$ cat config.mk
export PLATFORM = sky130hd
export DESIGN_NAME = if_pcgen
export DESIGN_NICKNAME = d
export VERILOG_FILES = /design/src/rtl/if_pkg.sv /design/src/rtl/if_ras.sv /design/src/rtl/if_pcgen.sv
export SDC_FILE = /design/constraint.sdc
export NUM_CORES = 1
export LEC_CHECK = 0
export ABC_AREA = 1
export CORE_UTILIZATION = 38
export CTS_CLUSTER_SIZE = 24
export DETAILED_ROUTE_END_ITERATION = 8
export PLACE_DENSITY_LB_ADDON = 0.05
export SLEW_MARGIN = 20
export SYNTH_ARGS = -nofsm -noshare
export SYNTH_HDL_FRONTEND = slang
export SYNTH_HIERARCHICAL = 1
export SYNTH_SLANG_ARGS = --single-unit
$ cat constraint.sdc
create_clock -name i_clk -period 2.89 [get_ports i_clk]
set_input_delay 0.7225 -clock i_clk [delete_from_list [all_inputs] [get_ports i_clk]]
set_output_delay 0.7225 -clock i_clk [all_outputs]
set_load 0.05 [all_outputs]
$ cat src/rtl/if_pkg.sv
// Shared fetch-stage definitions: jump encoding, redirect priority and default vectors.
package if_pkg;

  // i_con_jump encoding; 11 is unused and means no jump
  typedef enum logic [1:0] {
    JMP_NONE = 2'b00,
    JMP_J    = 2'b01,
    JMP_JR   = 2'b10,
    JMP_RSVD = 2'b11
  } jump_e;

  // Redirect priority, higher value wins
  typedef enum logic [2:0] {
    PRI_NONE = 3'd0,
    PRI_JR   = 3'd1,
    PRI_J    = 3'd2,
    PRI_BR   = 3'd3,
    PRI_EXC  = 3'd4
  } redir_pri_e;

  localparam logic [31:0] DEF_RESET_VEC = 32'h0000_0000;
  localparam logic [31:0] DEF_EXC_VEC   = 32'h0000_0080;

endpackage

$ cat src/rtl/if_ras.sv
// Circular return-address stack: push overwrites oldest when full,
// push+pop together replaces the top in place.
module if_ras #(
  parameter int W     = 32,
  parameter int DEPTH = 4
) (
  input  logic         clk,
  input  logic         rst_n,
  input  logic         push,
  input  logic         pop,
  input  logic [W-1:0] push_data,
  output logic [W-1:0] top,
  output logic         empty,
  output logic         full
);

  localparam int PTR_W = (DEPTH > 1) ? $clog2(DEPTH) : 1;
  localparam int CNT_W = $clog2(DEPTH) + 1;

  logic [W-1:0]     mem [DEPTH];
  logic [PTR_W-1:0] ptr;
  logic [CNT_W-1:0] cnt;

  assign empty = (cnt == '0);
  assign full  = (cnt == CNT_W'(DEPTH));
  assign top   = empty ? '0 : mem[ptr];

  // Pointer and occupancy; a push while full wraps over the oldest entry
  always_ff @(posedge clk or negedge rst_n) begin
    if (!rst_n) begin
      ptr <= '0;
      cnt <= '0;
    end else if (push && !pop) begin
      ptr <= ptr + PTR_W'(1);
      if (!full) cnt <= cnt + CNT_W'(1);
    end else if (pop && !push && !empty) begin
      ptr <= ptr - PTR_W'(1);
      cnt <= cnt - CNT_W'(1);
    end
  end

  // Entry storage, unreset: occupancy alone decides what is visible
  always_ff @(posedge clk) begin
    if (push && pop) mem[ptr] <= push_data;
    else if (push)   mem[ptr + PTR_W'(1)] <= push_data;
  end

endmodule

$ cat src/rtl/if_pcgen.sv
// Fetch PC generator with prioritised redirects, stall-time pending redirect
// and optional return-address stack (enabled by macro IF_PCGEN_RAS_EN).
module if_pcgen
  import if_pkg::*;
#(
  parameter int              ADDR_W    = 32,
  parameter int              JADDR_W   = 26,
  parameter logic [ADDR_W-1:0] RESET_VEC = ADDR_W'(DEF_RESET_VEC),
  parameter logic [ADDR_W-1:0] EXC_VEC   = ADDR_W'(DEF_EXC_VEC),
  parameter int              RAS_DEPTH = 4
) (
  input  logic               i_clk,
  input  logic               i_rst_n,
  input  logic               i_stall,
  input  logic               i_exc,
  input  logic [JADDR_W-1:0] i_addr_jump,
  input  logic [ADDR_W-1:0]  i_addr_jumpr,
  input  logic [ADDR_W-1:0]  i_addr_branch,
  input  logic [1:0]         i_con_jump,
  input  logic               i_con_ifbranch,
  input  logic               i_con_link,
  input  logic               i_con_ret,
  output logic [ADDR_W-1:0]  o_pc,
  output logic [ADDR_W-1:0]  o_pc_plus4,
  output logic               o_pend,
  output logic [ADDR_W-1:0]  o_ras_pred,
  output logic               o_ras_miss
);

  logic [ADDR_W-1:0] pc, pc_plus4, redir_tgt, pend_tgt;
  logic              redir_vld, pend_vld, pend_take;
  redir_pri_e        redir_pri, pend_pri;

  assign pc_plus4   = pc + ADDR_W'(4);
  assign o_pc       = pc;
  assign o_pc_plus4 = pc_plus4;
  assign o_pend     = pend_vld;

  // Resolve this cycle's redirect and whether a stall may (re)load pending
  always_comb begin
    redir_vld = 1'b1;
    redir_pri = PRI_NONE;
    redir_tgt = '0;
    if (i_exc) begin
      redir_pri = PRI_EXC;
      redir_tgt = EXC_VEC;
    end else if (i_con_ifbranch) begin
      redir_pri = PRI_BR;
      redir_tgt = i_addr_branch;
    end else if (i_con_jump == JMP_J) begin
      redir_pri = PRI_J;
      redir_tgt = {{(ADDR_W-JADDR_W){1'b0}}, i_addr_jump};
    end else if (i_con_jump == JMP_JR) begin
      redir_pri = PRI_JR;
      redir_tgt = i_addr_jumpr;
    end else begin
      redir_vld = 1'b0;
    end
    pend_take = i_stall && redir_vld && (!pend_vld || (redir_pri >= pend_pri));
  end

  // PC and pending-valid state: hold on stall, otherwise redirect > pending > +4
  always_ff @(posedge i_clk or negedge i_rst_n) begin
    if (!i_rst_n) begin
      pc       <= RESET_VEC;
      pend_vld <= 1'b0;
      pend_pri <= PRI_NONE;
    end else if (i_stall) begin
      if (pend_take) begin
        pend_vld <= 1'b1;
        pend_pri <= redir_pri;
      end
    end else begin
      pend_vld <= 1'b0;
      pend_pri <= PRI_NONE;
      if (redir_vld)     pc <= redir_tgt;
      else if (pend_vld) pc <= pend_tgt;
      else               pc <= pc_plus4;
    end
  end

  // Pending target payload, qualified by pend_vld
  always_ff @(posedge i_clk) begin
    if (pend_take) pend_tgt <= redir_tgt;
  end

`ifdef IF_PCGEN_RAS_EN
  logic              ras_push, ras_pop, ras_empty, ras_full_unused, ras_miss;
  logic [ADDR_W-1:0] ras_top, ras_ret_addr;

  // Exceptions and stalls leave the stack untouched
  assign ras_push     = !i_stall && !i_exc && i_con_link;
  assign ras_pop      = !i_stall && !i_exc && i_con_ret;
  assign ras_ret_addr = pc_plus4 + ADDR_W'(4);

  if_ras #(
    .W     (ADDR_W),
    .DEPTH (RAS_DEPTH)
  ) u_ras (
    .clk       (i_clk),
    .rst_n     (i_rst_n),
    .push      (ras_push),
    .pop       (ras_pop),
    .push_data (ras_ret_addr),
    .top       (ras_top),
    .empty     (ras_empty),
    .full      (ras_full_unused)
  );

  // Miss flag: compare old top on pop, empty pop always misses, exception clears
  always_ff @(posedge i_clk or negedge i_rst_n) begin
    if (!i_rst_n) begin
      ras_miss <= 1'b0;
    end else if (!i_stall) begin
      if (i_exc)          ras_miss <= 1'b0;
      else if (i_con_ret) ras_miss <= ras_empty ? 1'b1 : (ras_top != i_addr_jumpr);
    end
  end

  assign o_ras_pred = ras_top;
  assign o_ras_miss = ras_miss;
`else
  logic unused_ras;
  assign unused_ras = ^{i_con_link, i_con_ret};
  assign o_ras_pred = '0;
  assign o_ras_miss = 1'b0;
`endif

endmodule

==> results of run 1 <==
-- routing by layer --
metal	vias up	global-route usage, %	wire length, um
met5	-	0	0
met1	2263	31.71	7003
met2	225	32.83	6653
met3	14	4.875	1334
li1	2615	-	-
met4	0	6.811	186
-- sequential cells by signal, indices dropped and copies added (netlist names) --
signal and count:
o_pc 32, pend_tgt 32, pend_pri 3, o_pend 1
-- Yosys cell counts --
master and number:
buf_2 13, o211ai_1 6, nor2_4 8, edfxtp_1 32, a21oi_2 6, clkbuf_1 13, ha_1 7, or2_2 1
a31oi_1 32, xor2_1 3, o21ai_0 35, dfrtp_1 36, nor2_8 1, and2_1 2, xor2_2 4, nor3b_4 1
inv_2 5, o21bai_1 1, buf_4 38, o21ai_1 5, nor2_1 85, nand2_4 2, o2111ai_1 1, nor2_2 2
nand3_1 65, xnor2_1 5, nand2_2 5, nand2_1 207, buf_6 5, a21oi_1 33, clkinv_1 1, inv_1 56
nand3b_1 3, nand4_1 1, buf_1 2, conb_1 1
-- cell families (layout without fill, tap and decap cells) --
| group | after synthesis | count (layout) | share of synthesized area, % |
|---|---|---|---|
| adders and majority gates | 7 | 7 | 1.708 |
| DFF | 68 | 68 | 36.31 |
| buffers and inverters | 133 | 266 | 13.57 |
| AOI/OAI and AO/OA | 119 | 119 | 13.25 |
| and+or+nand+nor | 383 | 383 | 32.46 |
| other | 1 | 33 | 0.07314 |
| xor gates and xnor gates | 12 | 12 | 2.635 |
-- repair_timing --
item                                    CTS  global route
resized for setup                         1             0
buffers inserted                          0             0
endpoints found under the setup margin    1             0
-- layout make-up --
type	instances	share of cell area, %
multi-input cells	554	37.31
repair buffers	188	26.71
flip-flops and latches	68	25.56
inverters	62	3.247
clock buffers	9	3.092
well taps	176	3.024
clock inverters	7	1.048
-- worst paths after layout --
check	from	endpoint	slack [ns]	depth (start not counted)
setup / recovery	o_pc[2]$_DFFE_PN0N_	o_pc_plus4[4]	0.12	4
hold / removal	i_rst_n	o_pc[27]$_DFFE_PN0N_	0.50	1
setup reg to reg	o_pc[2]$_DFFE_PN0N_	o_pc[12]$_DFFE_PN0N_	1.11	8
hold reg to reg	pend_pri[1]$_DFFE_PN0P_	pend_pri[1]$_DFFE_PN0P_	0.51	2
max in group asynchronous	i_rst_n	o_pend$_DFFE_PN0P_	1.85	1
min in group i_clk	pend_pri[1]$_DFFE_PN0P_	pend_pri[1]$_DFFE_PN0P_	0.51	2
-- cell usage in the layout (no fill, tap or decap), drive strengths merged, types with 2 or more instances in the layout --
cell and n:
a21oi 39, a31oi 32, and2 2, buf 53, clkbuf 9, clkdlybuf4s50 134, clkinv 4, clkinvlp 3
conb 33, dfrtp 36, edfxtp 32, ha 7, inv 61, nand2 214, nand3 65, nand3b 3
nor2 96, o211ai 6, o21ai 40, xnor2 5, xor2 7
-- power breakdown --
| group | total (mW) | internal (mW) | leakage, nW | switching, mW |
|---|---|---|---|---|
| clock | 1.10 | 0.671 | 0.142 | 0.425 |
| combinational | 1.41 | 0.507 | 2.31 | 0.900 |
| sequential | 1.24 | 1.13 | 0.753 | 0.108 |
-- stage by stage --
| stage | utilization, % | cell area (um2) | TNS, ns |
|---|---|---|---|
| detailed placement | 52.94 | 6983 | -0.03247 |
| floorplan | - | 5279 | 0 |
| global route | 55.22 | 7283 | 0 |
| finish | 55.22 | 7283 | 0 |
| global placement | 52.94 | 6983 | 0 |
| CTS | 55.22 | 7283 | 0 |
-- critical path, stage by stage, from the launching register on --
cell	delay, ns
dfrtp_1	0.43
ha_1	0.26
xnor2_1	0.16
inv_1	0.07
clkdlybuf4s50_1	0.79
==> results.sh, run 1 <==
export IMPL_cp_arrival_ns=2.04
export IMPL_worstSetupPathType="reg2out"
export IMPL_vias=5117
export IMPL_final_seq_area_um2=1862
export IMPL_overflow=0
export IMPL_p_leak_nw=3.202
export IMPL_insertion_delay_ns=0.33
export IMPL_cts_inserted_buffers=9
export IMPL_p_per_area_nw_per_um2=513.4
export IMPL_hold_viol=0
export IMPL_antennaDiodeCount=0
export IMPL_die_w_um=118.2
export IMPL_cts_buffer_depth=2
export IMPL_netlist_area_um2=5127
export IMPL_cts_tree="built"
export IMPL_syn_instance_count=723
export IMPL_core_area_um2=13190
export IMPL_synth_top_cell_by_area="edfxtp_1"
export IMPL_maxCapViolCount=0
export IMPL_post_route_cells_drive_above_1_share_pct=12.27
export IMPL_wl_per_cell_um=14.26
export IMPL_wl_mm=15.18
export IMPL_gp_congestion=0.8223
export IMPL_multi_input_area_um2=2718
export IMPL_rsz0062_at_grt="no"
export IMPL_seq_area_frac_synth_pct=36.31
export IMPL_nets=989
export IMPL_antenna_found_initial=0
export IMPL_max_vdd_ir_drop_v=0.0002900
export IMPL_dp_cells=1048
export IMPL_finalSetupViolations=0
export IMPL_hold_buffers=0
export IMPL_final_setup_worst_slack_ns=0.1242
export IMPL_hold_class="in2async"
export IMPL_drtPass1Iterations=9
export IMPL_post_place_ws_ns=-0.003165
export IMPL_cts_max_level=3
export IMPL_clkTransAtPathRegs_ns=0.06
export IMPL_row_count=42
export IMPL_finClkSkew_ns=0.005925
export IMPL_ys_ff_latch=68
export IMPL_max_freq_mhz=361.6
export IMPL_synth_top_area_share_pct=18.74
export IMPL_cp_max_fo=5
export IMPL_dp_hpwl_mm=12.14
export IMPL_synth_warning_count=6
export IMPL_initial_core_util_pct=38.87
export IMPL_grt_max_degree=52
export IMPL_cp_required_ns=2.17
export IMPL_hold_ws_ns=0.4975
export IMPL_grtUsageTotal_pct=22.05
export IMPL_final_max_slew_viol_count=0
export IMPL_startpoint_type="flip-flop"
export IMPL_violations="DRC"
export IMPL_fill_cells=1289
export IMPL_status="finished, violations left"
export IMPL_fin_crit_ns=2.766
export IMPL_first_global_vias=4584
export IMPL_ant_nets=0
export IMPL_tightest_slew_ns=0.8599
export IMPL_vias_per_cell=4.809
export IMPL_clkSinkCount=68
export IMPL_max_slew_margin_pct=42.67
export IMPL_area_growth_pct=42.04
export IMPL_power_mw=3.739
export IMPL_drt_iter0_markers=281
export IMPL_port_buffer_count=161
export IMPL_yosys_top_cells_area="edfxtp_1 (19%), dfrtp_1 (18%), nand2_1 (15%)"
export IMPL_die_area_um2=13960
export IMPL_grt_pass1_wl_mm=23.92
export IMPL_final_period_utilization_pct=95.70
export IMPL_cts_root_buf="clkbuf_16"
export IMPL_drc=1
export IMPL_synth_avg_cell_area_um2=7.092
export IMPL_synth_distinct_cells=36
export IMPL_end_kind="output port"
export IMPL_pin_count=197
export IMPL_fin_cells=1064
export IMPL_die_y_um=118.2
No activity file was read; power rests on OpenSTA's default activity.
==> run 2, diff against run 1 <==
GPL_ROUTABILITY_DRIVEN = 1   (was not set)
==> results of run 2 <==
The final DEF is identical to that of run 1; final timing and power are the same.
==> run 3, diff against run 2 <==
MAX_ROUTING_LAYER = met4   (was not set)
RECOVER_POWER = 100   (was not set)
==> run 3 against run 2 <==
Net effect:
- the flow finishes with violations (DRC, capacitance limit, slew limit)
- total power grew 0.30%
- sequential power about the same
- sequential cell count is the same
- worst setup slack about the same
- critical endpoint is now o_pc[12]$_DFFE_PN0N_
- largest cell class unchanged
==> results.sh, run 3 (synthesis gave the netlist of run 1 again) <==
export IMPL_post_route_cells_drive_above_1_share_pct=10.14
export IMPL_hold_viol=0
export IMPL_die_w_um=118.2
export IMPL_final_max_slew_viol_count=37
export IMPL_rsz0062_at_grt="no"
export IMPL_cts_inserted_buffers=9
export IMPL_cts_buffer_depth=2
export IMPL_max_freq_mhz=361.6
export IMPL_drc=1
export IMPL_row_count=42
export IMPL_cp_arrival_ns=2.99
export IMPL_final_util_pct=54.21
export IMPL_tightest_slew_ns=2.140
export IMPL_maxCapViolCount=1
export IMPL_die_y_um=118.2
export IMPL_worstSetupPathType="in2reg"
export IMPL_cts_tree="built"
export IMPL_seq_power_share_pct=32.9
export IMPL_grt_pass1_wl_mm=24.76
export IMPL_clkSinkCount=68
export IMPL_final_period_utilization_pct=95.69
export IMPL_mostFrequentLayoutCells="nand2_1 (208), clkdlybuf4s50_1 (95), nor2_1 (87), nand3_1 (64), inv_1 (56)"
export IMPL_finish_instance_area_um2=7151
export IMPL_dp_hpwl_mm=12.29
export IMPL_status="finished, violations left"
export IMPL_r2r_setup_slack_ns=1.09
export IMPL_die_area_um2=13960
export IMPL_final_seq_area_um2=1862
export IMPL_max_slew_margin_pct=-42.66
export IMPL_ant_nets=0
export IMPL_area_growth_pct=39.46
export IMPL_drt_iter0_markers=319
export IMPL_hold_buffers=0
export IMPL_pwr_share_comb_pct=35.8
export IMPL_antennaDiodeCount=0
export IMPL_finClkSkew_ns=0.007258
export IMPL_p_leak_nw=3.160
export IMPL_placed_area_um2=6995
export IMPL_multi_input_area_um2=2654
export IMPL_max_vdd_ir_drop_v=0.0003568
export IMPL_cts_max_level=3
export IMPL_drtPass1Iterations=7
export IMPL_insertion_delay_ns=0.33
export IMPL_fin_crit_ns=2.765
export IMPL_wl_mm=15.57
export IMPL_fill_cells=1335
export IMPL_p_per_area_nw_per_um2=524.5
export IMPL_startpoint_type="primary input"
export IMPL_cp_required_ns=3.11
export IMPL_clkTransAtPathRegs_ns=0.06
export IMPL_clkPwrFrac_pct=31.3
export IMPL_port_buffer_count=161
export IMPL_layout_commonest_cell="nand2_1"
export IMPL_swShare_pct=37.80
export IMPL_finalSetupViolations=0
export IMPL_hold_ws_ns=0.5221
export IMPL_nets=989
export IMPL_initial_core_util_pct=38.87
export IMPL_grtUsageTotal_pct=23.43
export IMPL_wl_per_cell_um=14.64
export IMPL_cp_max_fo=40
export IMPL_overflow=0
export IMPL_p_int_mw=2.333
export IMPL_p_sw_mw=1.418
export IMPL_first_global_vias=4774
export IMPL_hold_class="reg2reg"
export IMPL_pin_count=197
export IMPL_vias_per_cell=4.851
export IMPL_cts_root_buf="clkbuf_16"
export IMPL_grt_max_degree=41
export IMPL_end_kind="flip-flop"
export IMPL_vias=5161
export IMPL_core_area_um2=13190
export IMPL_gp_congestion=0.8432
export IMPL_violations="DRC, capacitance limit, slew limit"
export IMPL_antenna_found_initial=0
## run 3: worst max-delay path: stages
cell	delay (ns)
dlygate4sd3_1	0.55
clkbuf_4	0.15
ha_1	0.27
nand2_1	0.05
nor2_1	0.24
inv_1	0.14
clkbuf_4	0.35
nand2_1	0.15
nand3_1	0.13
a21oi_1	0.17
nor2_1	0.06
## run 3: worst paths after layout
check	cells past startpoint	endpoint	startpoint
max	11	o_pc[12]$_DFFE_PN0N_	i_con_jump[1]
max in group asynchronous	1	o_pc[6]$_DFFE_PN0N_	i_rst_n
min	2	pend_pri[2]$_DFFE_PN0P_	pend_pri[2]$_DFFE_PN0P_
max reg2reg	8	o_pc[14]$_DFFE_PN0N_	o_pc[3]$_DFFE_PN0N_
min in group asynchronous	1	o_pc[27]$_DFFE_PN0N_	i_rst_n
min reg2reg	2	pend_pri[2]$_DFFE_PN0P_	pend_pri[2]$_DFFE_PN0P_
## run 3: stage by stage
step                      setup TNS (ns)  power [mW]  instances  setup WS, ns
after detailed placement       -0.004490       2.674       1048    -0.0007665
after CTS                              0       3.844       1064        0.1149
after floorplan                        0       2.141        755       0.01944
after global placement                 0       2.659       1048       0.01930
after global routing                   0       3.912       1064       0.01352
final                                  0       3.751       1064        0.1245
## run 3: power by group through the flow
stage                     logic [mW]  clock network, mW  registers [mW]
final                           1.34               1.17            1.23
after global routing            1.43               1.23            1.25
after CTS                       1.42               1.19            1.24
after detailed placement        1.42                  0            1.26
after global placement          1.41                  0            1.25
after floorplan                0.726                  0            1.42
## run 3: layout make-up
cell class	instances	area share, %
clock buffers	10	3.202
inverters	62	3.272
flip-flops and latches	68	26.04
multi-input cells	554	37.11
clock inverters	6	1.242
repair buffers	188	26.05
well taps	176	3.080
## run 3: per-layer routing
metal  GRT usage [%]  wire (um)  up-vias
li1                -          -     2615
met5               -          0        -
met1           33.49       7655     2330
met4           5.529        133        0
met2           34.96       6812      208
met3           3.330        971        8
## run 3: repair_timing
action,in CTS,in global routing
gates resized for setup,1,0
setup endpoints to repair,1,0
setup buffers,0,0
